==> src/rtl/reset_debouncer.sv <==
// reset_debouncer
//   Board-level reset front-end for the SoC. Synchronises and debounces the
//   raw push-button, generates a fixed-length power-on reset, and stretches
//   every clean button press into a SoC reset of guaranteed minimum width.
//
//   There is no valid/ready handshake in this block. The button is a level
//   input. The strobes are one-cycle, registered, and always accepted.
//
// Ports
//   clk           in   system clock, rising edge
//   reset_n       in   asynchronous active-low reset
//   button_in     in   raw asynchronous active-high button
//   sys_reset_o   out  active-high reset to the SoC (registered)
//   button_level  out  debounced button level
//   press_pulse   out  one-cycle strobe on debounced 0->1
//   release_pulse out  one-cycle strobe on debounced 1->0
//   dbg_state     out  current FSM state (0=POR, 1=RUN, 2=HOLD)
module reset_debouncer #(
   parameter int SYNC_STAGES     = 2,
   parameter int DEBOUNCE_CYCLES = 1000000,
   parameter int POR_CYCLES      = 20,
   parameter int PULSE_CYCLES    = 16
) (
   input  logic       clk,
   input  logic       reset_n,
   input  logic       button_in,
   output logic       sys_reset_o,
   output logic       button_level,
   output logic       press_pulse,
   output logic       release_pulse,
   output logic [1:0] dbg_state
);

   localparam int DEB_W   = (DEBOUNCE_CYCLES > 1) ? $clog2(DEBOUNCE_CYCLES) : 1;
   localparam int POR_W   = (POR_CYCLES > 1) ? $clog2(POR_CYCLES) : 1;
   localparam int PULSE_W = (PULSE_CYCLES > 1) ? $clog2(PULSE_CYCLES) : 1;

   localparam logic [DEB_W-1:0]   DEB_MAX   = DEB_W'(DEBOUNCE_CYCLES - 1);
   localparam logic [POR_W-1:0]   POR_MAX   = POR_W'(POR_CYCLES - 1);
   localparam logic [PULSE_W-1:0] PULSE_MAX = PULSE_W'(PULSE_CYCLES - 1);

   typedef enum logic [1:0] {
      ST_POR  = 2'd0,
      ST_RUN  = 2'd1,
      ST_HOLD = 2'd2
   } state_e;

   logic [SYNC_STAGES-1:0] sync_ff;
   logic                   sync_q;
   logic [DEB_W-1:0]       deb_cnt;

   state_e                 state, state_nxt;
   logic [POR_W-1:0]       por_cnt, por_nxt;
   logic [PULSE_W-1:0]     pulse_cnt, pulse_nxt;

   // Synchroniser chain. Only the last stage is used downstream.
   always_ff @(posedge clk or negedge reset_n) begin
      if (!reset_n) begin
         sync_ff <= '0;
      end else begin
         sync_ff <= {sync_ff[SYNC_STAGES-2:0], button_in};
      end
   end

   assign sync_q = sync_ff[SYNC_STAGES-1];

   // Debouncer. The count restarts whenever the synchronised level agrees with
   // the accepted level, so a glitch that is too short leaves nothing behind.
   always_ff @(posedge clk or negedge reset_n) begin
      if (!reset_n) begin
         deb_cnt       <= '0;
         button_level  <= 1'b0;
         press_pulse   <= 1'b0;
         release_pulse <= 1'b0;
      end else begin
         press_pulse   <= 1'b0;
         release_pulse <= 1'b0;
         if (sync_q == button_level) begin
            deb_cnt <= '0;
         end else if (deb_cnt == DEB_MAX) begin
            button_level  <= sync_q;
            press_pulse   <= sync_q;
            release_pulse <= ~sync_q;
            deb_cnt       <= '0;
         end else begin
            deb_cnt <= deb_cnt + DEB_W'(1);
         end
      end
   end

   // FSM state and counters.
   always_ff @(posedge clk or negedge reset_n) begin
      if (!reset_n) begin
         state       <= ST_POR;
         por_cnt     <= '0;
         pulse_cnt   <= '0;
         sys_reset_o <= 1'b1;
      end else begin
         state       <= state_nxt;
         por_cnt     <= por_nxt;
         pulse_cnt   <= pulse_nxt;
         // Registered from the next state so the output has no decode glitches.
         sys_reset_o <= (state_nxt != ST_RUN);
      end
   end

   // Both counters stop at their maximum. They never wrap.
   always_comb begin
      state_nxt = state;
      por_nxt   = por_cnt;
      pulse_nxt = pulse_cnt;
      case (state)
         ST_POR: begin
            if (por_cnt == POR_MAX) begin
               state_nxt = button_level ? ST_HOLD : ST_RUN;
               pulse_nxt = '0;
            end else begin
               por_nxt = por_cnt + POR_W'(1);
            end
         end
         ST_RUN: begin
            if (press_pulse) begin
               state_nxt = ST_HOLD;
               pulse_nxt = '0;
            end
         end
         ST_HOLD: begin
            // A press strobe arriving here is ignored. The hold is extended only
            // by the debounced level staying high.
            if (pulse_cnt == PULSE_MAX) begin
               if (!button_level) begin
                  state_nxt = ST_RUN;
               end
            end else begin
               pulse_nxt = pulse_cnt + PULSE_W'(1);
            end
         end
         default: begin
            state_nxt = ST_POR;
         end
      endcase
   end

   assign dbg_state = state;

endmodule

==> config.mk <==
export PLATFORM = sky130hd
export DESIGN_NAME = reset_debouncer
export DESIGN_NICKNAME = d
export VERILOG_FILES = /design/src/rtl/reset_debouncer.sv
export SDC_FILE = /design/constraint.sdc
export NUM_CORES = 1
export LEC_CHECK = 0
export ABC_CLOCK_PERIOD_IN_PS = 4000
export BUFFER_PORTS_ARGS = -buffer_cell sky130_fd_sc_hd__buf_2
export CORE_MARGIN = 3
export CORE_UTILIZATION = 60
export CTS_CLUSTER_DIAMETER = 80
export CTS_CLUSTER_SIZE = 20
export DETAILED_ROUTE_END_ITERATION = 12
export PLACE_DENSITY = 0.78
export SYNTH_ARGS = -nofsm -noshare
export SYNTH_HDL_FRONTEND = slang
export SYNTH_SLANG_ARGS = --single-unit
==> constraint.sdc <==
create_clock -name clk -period 4 [get_ports clk]
set_input_delay 0.8 -clock clk [delete_from_list [all_inputs] [get_ports clk]]
set_output_delay 0.8 -clock clk [all_outputs]
set_load 0.01 [all_outputs]
# After elaboration in Yosys (flattened, before gate mapping)
# Index checks and enable logic that the tools add are counted.
# Widths: inputs -> output; s select.
# word_totals
out_inout_bits	6
ff_bits	37
in_bits	3
word_cells	46
# classes
bitwise	3
n_eq_ne	10
add_sub_neg	3
mux	16
reduce_logical	5
# op_table
cell	n
$mux 20	2
$add 20x1->20 const B	1
$eq 20x20->1 const B	1
$mux 4	3
$pmux 4 s3	1
$mux 2	5
$ne 2x2->1 const B	3
$pmux 2 s3	1
$add 5x1->5 const B	1
$eq 5x5->1 const B	1
$add 4x1->4 const B	1
$eq 4x4->1 const B	1
$mux 1	4
$reduce_and 2->1	2
$reduce_and 4->1	1
$not 1->1	3
$reduce_bool 3->1	1
$eq 2x1->1 const B	1
$eq 2x2->1 const B	1
$logic_not 2->1	1
$ne 2x1->1 const B	1
$eq 1x1->1	1

# Logic depth before layout (Yosys ltp)
# Gate-level depths: netlist of the first run.
# depth
depth_word	4
depth_mapped	6
depth_no_buf	5

# Worst setup path before layout of the first run
# No wires, ideal clock.
# synth_timing
path_kind	flip-flop to flip-flop
start	register deb_cnt[0]
end	register deb_cnt[18]
setup_ns	0.078
arrival_time_ns	1.695
required_time_ns	3.922
path_slack_ns	2.227
path_buffers	1
synth_period_minus_slack_ns	1.773
path_stages_with_launch	7
path_cell_list	dfrtp_1 ha_1 nand4_1 or2_1 buf_6 or4_1 a21oi_1
# synth_between
elab_chain_len	3
elab_cells_between_ends	4
cone_classes	add/sub (1); eq/ne (1); mux (2)
# synth_rtl
element	line	text
start: declaration	50	logic [DEB_W-1:0] deb_cnt;
start signal: assignment	86	deb_cnt <= deb_cnt + DEB_W'(1);
$add 20x1->20 / $eq 20x20->1 (equally long branches)	86, 80	
$mux 20 *	80	end else if (deb_cnt == DEB_MAX) begin
$mux 20 *	78	if (sync_q == button_level) begin
# Mark *: on every way between the ends. The rest lies on a longest branch, timed or not.
# A chain may end at the register's enable or synchronous reset.

# Final worst setup path of the first run
# layout_timing
start	register deb_cnt[15]
end	register deb_cnt[12]
# layout_between
elab_chain_len	3
# layout_rtl
element	line
$eq 20x20->1	80
$mux 20	80
$mux 20	78
# Every way passes these cells.

==> results.cfg, run 1 <==
[routing]
dr.first_iter.drc_count = 54
drt-vias-per-instance = 6.09
drt_pass1_iterations = 4
wl_per_cell_um = 14.9
ant_nets = 0
vias = 1255
wl_um = 3070
drc = 0

[yosys]
synth.area.mux_share_pct = 3.82
synth_adder_area_share_pct = 2.12
synth_top_cells_by_count = dfrtp_1, nor2_1, xnor2_1
yosysSeqAreaShare_pct = 52.4
yosys_warnings = 0
synth.most_common_cell = dfrtp_1
synth-main-ff-cell = dfrtp_1
synth_compound_gate_area_share_pct = 6.65
synth_cells = 161
synth_cell_types = 41
synth.top_cell.area_share_pct = 51.0
netlist_top_cells_area = dfrtp_1, xnor2_1, nor2_1
yosys.area.top_type = dfrtp_1
synth_fp_nets = 167
synth_edf_count = 0
synth-seq-cells = 37
async_flop_share_pct = 100
avgSynthCellArea_um2 = 11.0
synth_top_family_by_area = simple AND/OR/NAND/NOR gates
syn_area_mm2 = 0.00177
synth_xor_area_share_pct = 9.91
synth-simple-area-share_pct = 23.1

[sta]
max_freq_mhz = 518
period_share_pct = 48.2
final-setup-viol-count = 0
worstMarginPinSlew_ps = 791
rsz0062_at_grt = false
setup_tns_ps = 0
slew_violations = 0
fin_skew_ps = 9.34
min_period_ps = 1930
slew_headroom_pct = 47.3
hold_violations = 0

[global_route]
grt_antenna_before_repair = 0
grt_max_degree = 38
grt_pass1_vias = 1164
track_usage_pct = 18.9
gr-total-overflow = 0
grt_pass1_wl_um = 5000

[critical_path]
cpLargestDelayFamily = simple AND/OR/NAND/NOR gates
path_cells = nor4_1 > nand4_1 > o31ai_4 > nor2_1
path_buf_inv = 0
critical_path.slowest_cell = o31ai_4
crit_fanout = 17
crit_arrival_ps = 2120
critPathKind = register to register
setup.worst_path.end_class = register
worstPathRequired_ps = 4190
crit_path_start_kind = register
cp_slowest_stage_delay_ps = 670

[clock_tree]
cts_tree = done
clk_latency_ps = 330
cts-hold-fix-buffers = 0
root_buffer = clkbuf_4
cts_setup_buffers = 0
cts_htree_levels = 2
cts.sinks = 37
ctsResizeCount = 0
cts.clk_slew.worst_paths_ps = 110
cts_made_buffers = 5
cts_buffer_depth = 2

[pwr]
p_int_w = 0.000449
leakagePower_nw = 0.771
ir_drop_mv = 0.325
power_frac_comb_pct = 2.9
seqPwrFrac_pct = 65.8
p_per_area_mw_per_mm2 = 308
netSwitchingFraction_pct = 22.7
p_switching_w = 0.000132
p_clk_share_pct = 31.3

[floorplanning]
die-width_um = 60.3
core_mm2 = 0.00278
pin_count = 9
die_area_mm2 = 0.00363
start_util_pct = 63.6
num_rows = 19
die_h_um = 60.3

[place]
io_buffers = 8
dp_hpwl_um = 2180
place_area_mm2 = 0.00183
dpl.cell_count = 198
gp_congestion = 0.824

[final_layout]
fin_cells = 206
ff_latch_area_um2 = 927
fin_area_mm2 = 0.00188
diodes = 0
layout-drive-gt1-share_pct = 15.4
syn_to_final_growth_pct = 6.44
fin_nets = 180
fillers = 217
multiInputGateArea_um2 = 806

[outcome]
outcome = finished, final reports clean

[flow_run]
cap_violations = 0

[worst_hold_path]
hold_class = register to register
worst reg2reg max path, delay by kind of cell, from the launching register on:
| family | cells | cell delay, ps |
|---|---|---|
| and+or+nand+nor | 3 | 710 |
| AOI/OAI and AO/OA | 1 | 670 |
| DFF | 1 | 430 |
cell type report:
class | instances | share of cell area (%)
multi-input combinational | 117 | 42.8
tap | 31 | 2.06
sequential | 37 | 49.3
inverter | 5 | 0.997
clock buffer | 6 | 2.19
clock inverter | 2 | 0.532
timing repair buffer | 8 | 2.13
path summary, 6_finish.rpt:
check,startpoint,endpoint,slack [ps],cells after the start
worst max-delay path,deb_cnt[15],deb_cnt[12],2070,4
worst min-delay path,sync_ff[0],sync_ff[1],350,0
worst max register to register,deb_cnt[15],deb_cnt[12],2070,4
worst min register to register,sync_ff[0],sync_ff[1],350,0
max in group asynchronous,reset_n,deb_cnt[15],2960,1
min in group asynchronous,reset_n,por_cnt[0],530,1
logic make-up (layout without fill, tap and decap cells):
| kind of cell | count (synthesis) | in the layout |
|---|---|---|
| AND/OR/NAND/NOR | 72 | 72 |
| multiplexers | 6 | 6 |
| buffers and inverters | 7 | 21 |
| flip-flops | 37 | 37 |
| AO/OA/AOI/OAI | 16 | 16 |
| XOR/XNOR | 20 | 20 |
| adder cells (fa/ha/maj) | 3 | 3 |
through the flow:
stage               hold slack, ps  total power [W]  utilization, %  worst slack, ps
CTS                            359         0.000588            67.7             2040
detailed placement             342         0.000407            65.8             2060
finish                         352         0.000580            67.7             2070
global route                   355         0.000607            67.7             1920
global placement               335         0.000406            65.8             2210
floorplan                      331         0.000396               -             2230
flip-flops by register name, indices dropped and copies added (netlist names):
signal / count
button_level: 1
deb_cnt: 20
sync_ff: 2
sys_reset_o: 1
por_cnt: 5
release_pulse: 1
dbg_state: 2
pulse_cnt: 4
press_pulse: 1
power by group through the flow:
stage          sequential (W)  clock [W]  combinational, W
2_1_floorplan        0.000388          0        0.00000745
3_3_place_gp         0.000389          0         0.0000170
3_5_place_dp         0.000389          0         0.0000179
4_1_cts              0.000382   0.000189         0.0000178
5_1_grt              0.000383   0.000206         0.0000191
6_report             0.000382   0.000181         0.0000170
cell usage in the layout, fill, tap and decap left out, drive strengths merged, types with 3 or more instances in the layout:
cell type  instances
nand2              8
nor2              17
nor4               4
mux2i              3
a21oi              3
nand3              9
buf                8
xnor2             14
nor3               4
nand4             10
nor3b              4
or3                3
xor2               6
clkbuf             6
inv                5
o21ai              5
or2                3
dfrtp             36
ha                 3
mux2               3
metal layers:
| layer | up-vias | track usage [%] | wire, µm |
|---|---|---|---|
| met5 | - | 0 | 0 |
| met4 | 0 | 8.54 | 52 |
| met3 | 6 | 6.70 | 141 |
| met2 | 27 | 32.1 | 1600 |
| met1 | 623 | 21.0 | 1280 |
| li1 | 599 | - | - |
Note: power is estimated with default switching activity, not from simulation.
==> run 2: changes to the inputs <==
Settings changed: ABC_CLOCK_PERIOD_IN_PS 4000 to 1800, CORE_UTILIZATION 60 to 59, PLACE_DENSITY 0.78 to 0.77.
Clock period 4 ns to 1.8 ns, I/O delays scaled along.
==> run 2 against run 1 <==
- clock skew rose by 8.8 ps
- utilization is 2.8 points higher
- worst setup slack lost 2000 ps
==> results.cfg, run 2 (synthesized netlist as in run 1, its figures left out) <==
[global_route]
grt_antenna_before_repair = 0
grt_max_degree = 38
gr-total-overflow = 0
track_usage_pct = 20.5
grt_pass1_wl_um = 5470
grt_pass1_vias = 1298

[critical_path]
critPathKind = register to register
r2r_slack_ps = 80
path_cells = nand4_1 > or2_2 > or4_1 > a21oi_1
crit_path_start_kind = register
r2r_start = deb_cnt[8]
crit_start = deb_cnt[8]
crit_arrival_ps = 2000
critical_path.slowest_cell = dfrtp_1
crit_fanout = 6
cp_slowest_stage_delay_ps = 450
worstPathRequired_ps = 2080
setup.worst_path.end_class = register

[final_layout]
fillers = 213
largest_register_ffs = 20
fin_nets = 191
largest_register = deb_cnt
final_core_util_pct = 70.5
layout-drive-gt1-share_pct = 22.0
final_cell_mix = dfrtp_1, nor2_1, xnor2_1
diodes = 0
layout_commonest_cell = dfrtp_1
reg_top3 = deb_cnt: 20 flops, por_cnt: 5 flops, pulse_cnt: 4 flops
syn_to_final_growth_pct = 11.8

[routing]
ant_nets = 0
wl_per_cell_um = 15.1
met1_length_um = 1470
drc = 0
wl_met3_um = 137
routed.top_layer = met4
vias = 1316
wl_um = 3270
dr.first_iter.drc_count = 59
drt_pass1_iterations = 4
wl_met2_um = 1580
drt-vias-per-instance = 6.06

[sta]
slew_headroom_pct = 70.1
slew_violations = 0
period_share_pct = 95.7
worstMarginPinSlew_ps = 448
hold_violations = 0
fin_skew_ps = 18.2
min_period_ps = 1720
setup_tns_ps = 0
rsz0062_at_grt = false
final-setup-viol-count = 0
max_freq_mhz = 580

[clock_tree]
cts_made_buffers = 5
clk_latency_ps = 350
ctsResizeCount = 0
cts-hold-fix-buffers = 0
cts_tree = done
cts.clk_slew.worst_paths_ps = 120
cts_setup_buffers = 0
root_buffer = clkbuf_4
cts_htree_levels = 2
cts_buffer_depth = 2
cts.sinks = 37

[floorplanning]
die_area_mm2 = 0.00369
pin_count = 9
start_util_pct = 63.0
core_mm2 = 0.00281
die_h_um = 60.7
num_rows = 19
die-width_um = 60.7

[outcome]
outcome = finished, final reports clean

[pwr]
power_frac_comb_pct = 4.0
leakagePower_nw = 0.826
p_int_w = 0.00100
p_clk_share_pct = 32.1
seqPwrFrac_pct = 64.0
ir_drop_mv = 0.577
p_per_area_mw_per_mm2 = 669
p_switching_w = 0.000317
netSwitchingFraction_pct = 24.0
finalPower_w = 0.00132

[place]
io_buffers = 8
gp_congestion = 0.790
dp_hpwl_um = 2310

[flow_run]
cap_violations = 0

[worst_hold_path]
hold_class = input port to asynchronous set/reset pin
## run 2: cell types whose count changed in the layout (fill, tap and decap cells not counted), sizes merged
cell      change
buf          +11
clkbuf        -1
clkinvlp      +1
## run 2: final cells by class
class                           count  area, µm²  share of cell area, %
Multi-Input combinational cell    117        815                   41.2
Clock inverter                      3       17.5                  0.886
Clock buffer                        5       37.5                   1.90
Sequential cell                    37        927                   46.9
Timing Repair Buffer               19        123                   6.20
Tap cell                           31       38.8                   1.96
Inverter                            5       18.8                  0.949
## run 2: power by group through the flow
stage / clock [W] / sequential [W] / combinational (W)
2_1_floorplan: 0 / 0.000863 / 0.0000166
3_3_place_gp: 0 / 0.000861 / 0.0000527
3_5_place_dp: 0 / 0.000862 / 0.0000534
4_1_cts: 0.000440 / 0.000846 / 0.0000538
5_1_grt: 0.000481 / 0.000848 / 0.0000606
6_report: 0.000424 / 0.000846 / 0.0000523
## run 2: final timing paths
path | depth (start not counted) | endpoint
max in group asynchronous | 2 | sys_reset_o
max reg2reg | 4 | deb_cnt[18]
max | 4 | deb_cnt[18]
min in group clk | 1 | sync_ff[0]
min | 2 | deb_cnt[7]
min reg2reg | 0 | sync_ff[1]
## run 2: routing by layer
layer	GRT usage [%]	up-vias
met5	0	-
met3	7.23	10
met2	32.7	35
li1	-	626
met4	12.1	0
met1	23.8	645
## run 2: per-stage QoR
stage               std cells  worst slack (ps)  instance area (µm²)  hold slack [ps]
detailed placement        209              97.2                 1910              348
CTS                       217              86.6                 1970             34.0
finish                    217              77.2                 1980             25.2
global placement          209               154                 1910              339
floorplan                 161              27.3                 1770             64.4
global route              217              9.12                 1980             44.4
## run 2: worst max-delay path: cells and delay by family (launching register included)
kind	cells	cell delay (ps)
simple gates	3	1070
compound gates	1	150
flops	1	450
==> run 3: changes to the inputs <==
Settings changed: GPL_ROUTABILITY_DRIVEN set to 0, PLACE_DENSITY 0.77 to 0.79, REMOVE_ABC_BUFFERS set to 1.
==> run 3 against run 2 <==
- sequential power about the same
- design area increased by 2.9%
- clock power increased by 42%
- worst setup slack got worse by 12 ps
- via count decreased by 1.5%
- sequential cell count unchanged
- worst hold slack improved by 86 ps
- power increased by 14%
- final cell count unchanged
- register-to-register slack about the same
- clock skew decreased by 4.8 ps
- highest routed layer unchanged
==> results.cfg, run 3 (synthesized netlist as in run 1, its figures left out) <==
[critical_path]
crit_path_start_kind = register
crit_fanout = 6
setup.worst_path.end_class = register
r2r_slack_ps = 60
worstPathRequired_ps = 2040
crit_arrival_ps = 1980
r2r_start = deb_cnt[15]
reg2regPathDepth = 4
critPathKind = register to register
r2r-end = button_level

[sta]
worstMarginPinSlew_ps = 468
slew_headroom_pct = 68.8
setup_tns_ps = 0
rsz0062_at_grt = false
final-setup-viol-count = 0
whs_ps = 111
min_period_ps = 1740
slew_violations = 0
fin_skew_ps = 13.3
hold_violations = 0
max_freq_mhz = 576
period_share_pct = 96.4

[clock_tree]
cts_htree_levels = 2
cts.sinks = 37
cts.clk_slew.worst_paths_ps = 110
cts_made_buffers = 5
cts_tree = done
cts_buffer_depth = 2
clk_latency_ps = 350
root_buffer = clkbuf_4

[final_layout]
fin_nets = 191
largest_register = deb_cnt
final_cell_mix = dfrtp_1, nor2_1, xnor2_1
reg_top3 = deb_cnt: 20 flops, por_cnt: 5 flops, pulse_cnt: 4 flops
layout_commonest_cell = dfrtp_1
fillers = 195
fin_cells = 217
ff_latch_area_um2 = 927
diodes = 0
largest_register_ffs = 20
multiInputGateArea_um2 = 815
layout-drive-gt1-share_pct = 21.0
syn_to_final_growth_pct = 15.1

[outcome]
outcome = finished, final reports clean

[pwr]
power_frac_comb_pct = 4.0
ir_drop_mv = 0.532
seqPwrFrac_pct = 56.1
netSwitchingFraction_pct = 20.7
p_clk_share_pct = 39.9
p_per_area_mw_per_mm2 = 741
p_switching_w = 0.000312
p_int_w = 0.00120
leakagePower_nw = 0.848

[place]
dp_hpwl_um = 2350
io_buffers = 8
dpl.cell_count = 207

[routing]
dr.first_iter.drc_count = 87
drc = 0
vias = 1296
wl_um = 3310
ant_nets = 0
wl_per_cell_um = 15.2
drt_pass1_iterations = 4
drt-vias-per-instance = 5.97

[worst_hold_path]
hold_depth = 1
hold_path_end = sync_ff[0]
hp-start = button_in
hold_class = input port to register

[global_route]
gr-total-overflow = 0
grt_max_degree = 20
track_usage_pct = 20.5
grt_antenna_before_repair = 0
grt_pass1_wl_um = 5590
grt_pass1_vias = 1268

[floorplanning]
die-width_um = 60.7
start_util_pct = 63.0
die_h_um = 60.7
core_mm2 = 0.00281
pin_count = 9
num_rows = 19
die_area_mm2 = 0.00369

[flow_run]
cap_violations = 0
==> run 3: power groups by stage <==
stage	sequential (W)	combinational (W)	clock, W
after floorplan	0.000863	0.0000157	0
after global placement	0.000861	0.0000589	0
after detailed placement	0.000861	0.0000602	0
after CTS	0.000846	0.0000626	0.000610
after global routing	0.000847	0.0000675	0.000654
final	0.000846	0.0000606	0.000601
==> run 3: metrics by stage <==
step                      setup slack [ps]  instance area [µm²]  total power (W)  utilization (%)
after detailed placement              76.0                 1920         0.000922             68.6
after CTS                             65.0                 2020          0.00152             71.9
final                                 64.8                 2030          0.00151             72.5
after floorplan                       80.9                 1750         0.000878                -
after global placement                 149                 1920         0.000920             68.6
after global routing                  6.84                 2030          0.00157             72.5
==> run 3: per-layer routing <==
| layer | track usage, % | wire length, µm | vias to the layer above |
|---|---|---|---|
| met2 | 32.7 | 1550 | 40 |
| met1 | 25.7 | 1500 | 621 |
| met4 | 8.98 | 89 | 0 |
| met5 | 0 | 0 | - |
| li1 | - | - | 623 |
| met3 | 6.17 | 165 | 12 |
==> run 3: how the worst max path moves through the flow <==
stage                 from           end  slack (ps)  cells past startpoint
2_1_floorplan   deb_cnt[0]   deb_cnt[18]          80                      5
3_3_place_gp   deb_cnt[15]  button_level         150                      4
3_5_place_dp   deb_cnt[15]  button_level          80                      4
4_1_cts        deb_cnt[15]  button_level          70                      4
5_1_grt         deb_cnt[9]   deb_cnt[18]           7                      4
6_report       deb_cnt[15]  button_level          60                      4
==> run 3: worst max-delay path, cell delays in order (launching register included) <==
cell     delay (ps)
dfrtp_1         430
nor4_2          290
nand4_1         170
or3_4           440
mux2_4          310
==> run 3: what timing repair did <==
item                                    in CTS  in global routing
resized for setup                            0                  2
endpoints found under the setup margin       0                  2
hold endpoints to repair                    18                  0
hold buffers                                 1                  0
setup buffers                                0                  1
==> run 3: final cells by class <==
| class | instances | area share (%) |
|---|---|---|
| tap | 31 | 1.91 |
| multi-input combinational | 117 | 40.0 |
| sequential | 37 | 45.6 |
| timing repair buffer | 19 | 7.38 |
| clock inverter | 1 | 1.48 |
| clock buffer | 7 | 2.71 |
| inverter | 5 | 0.923 |
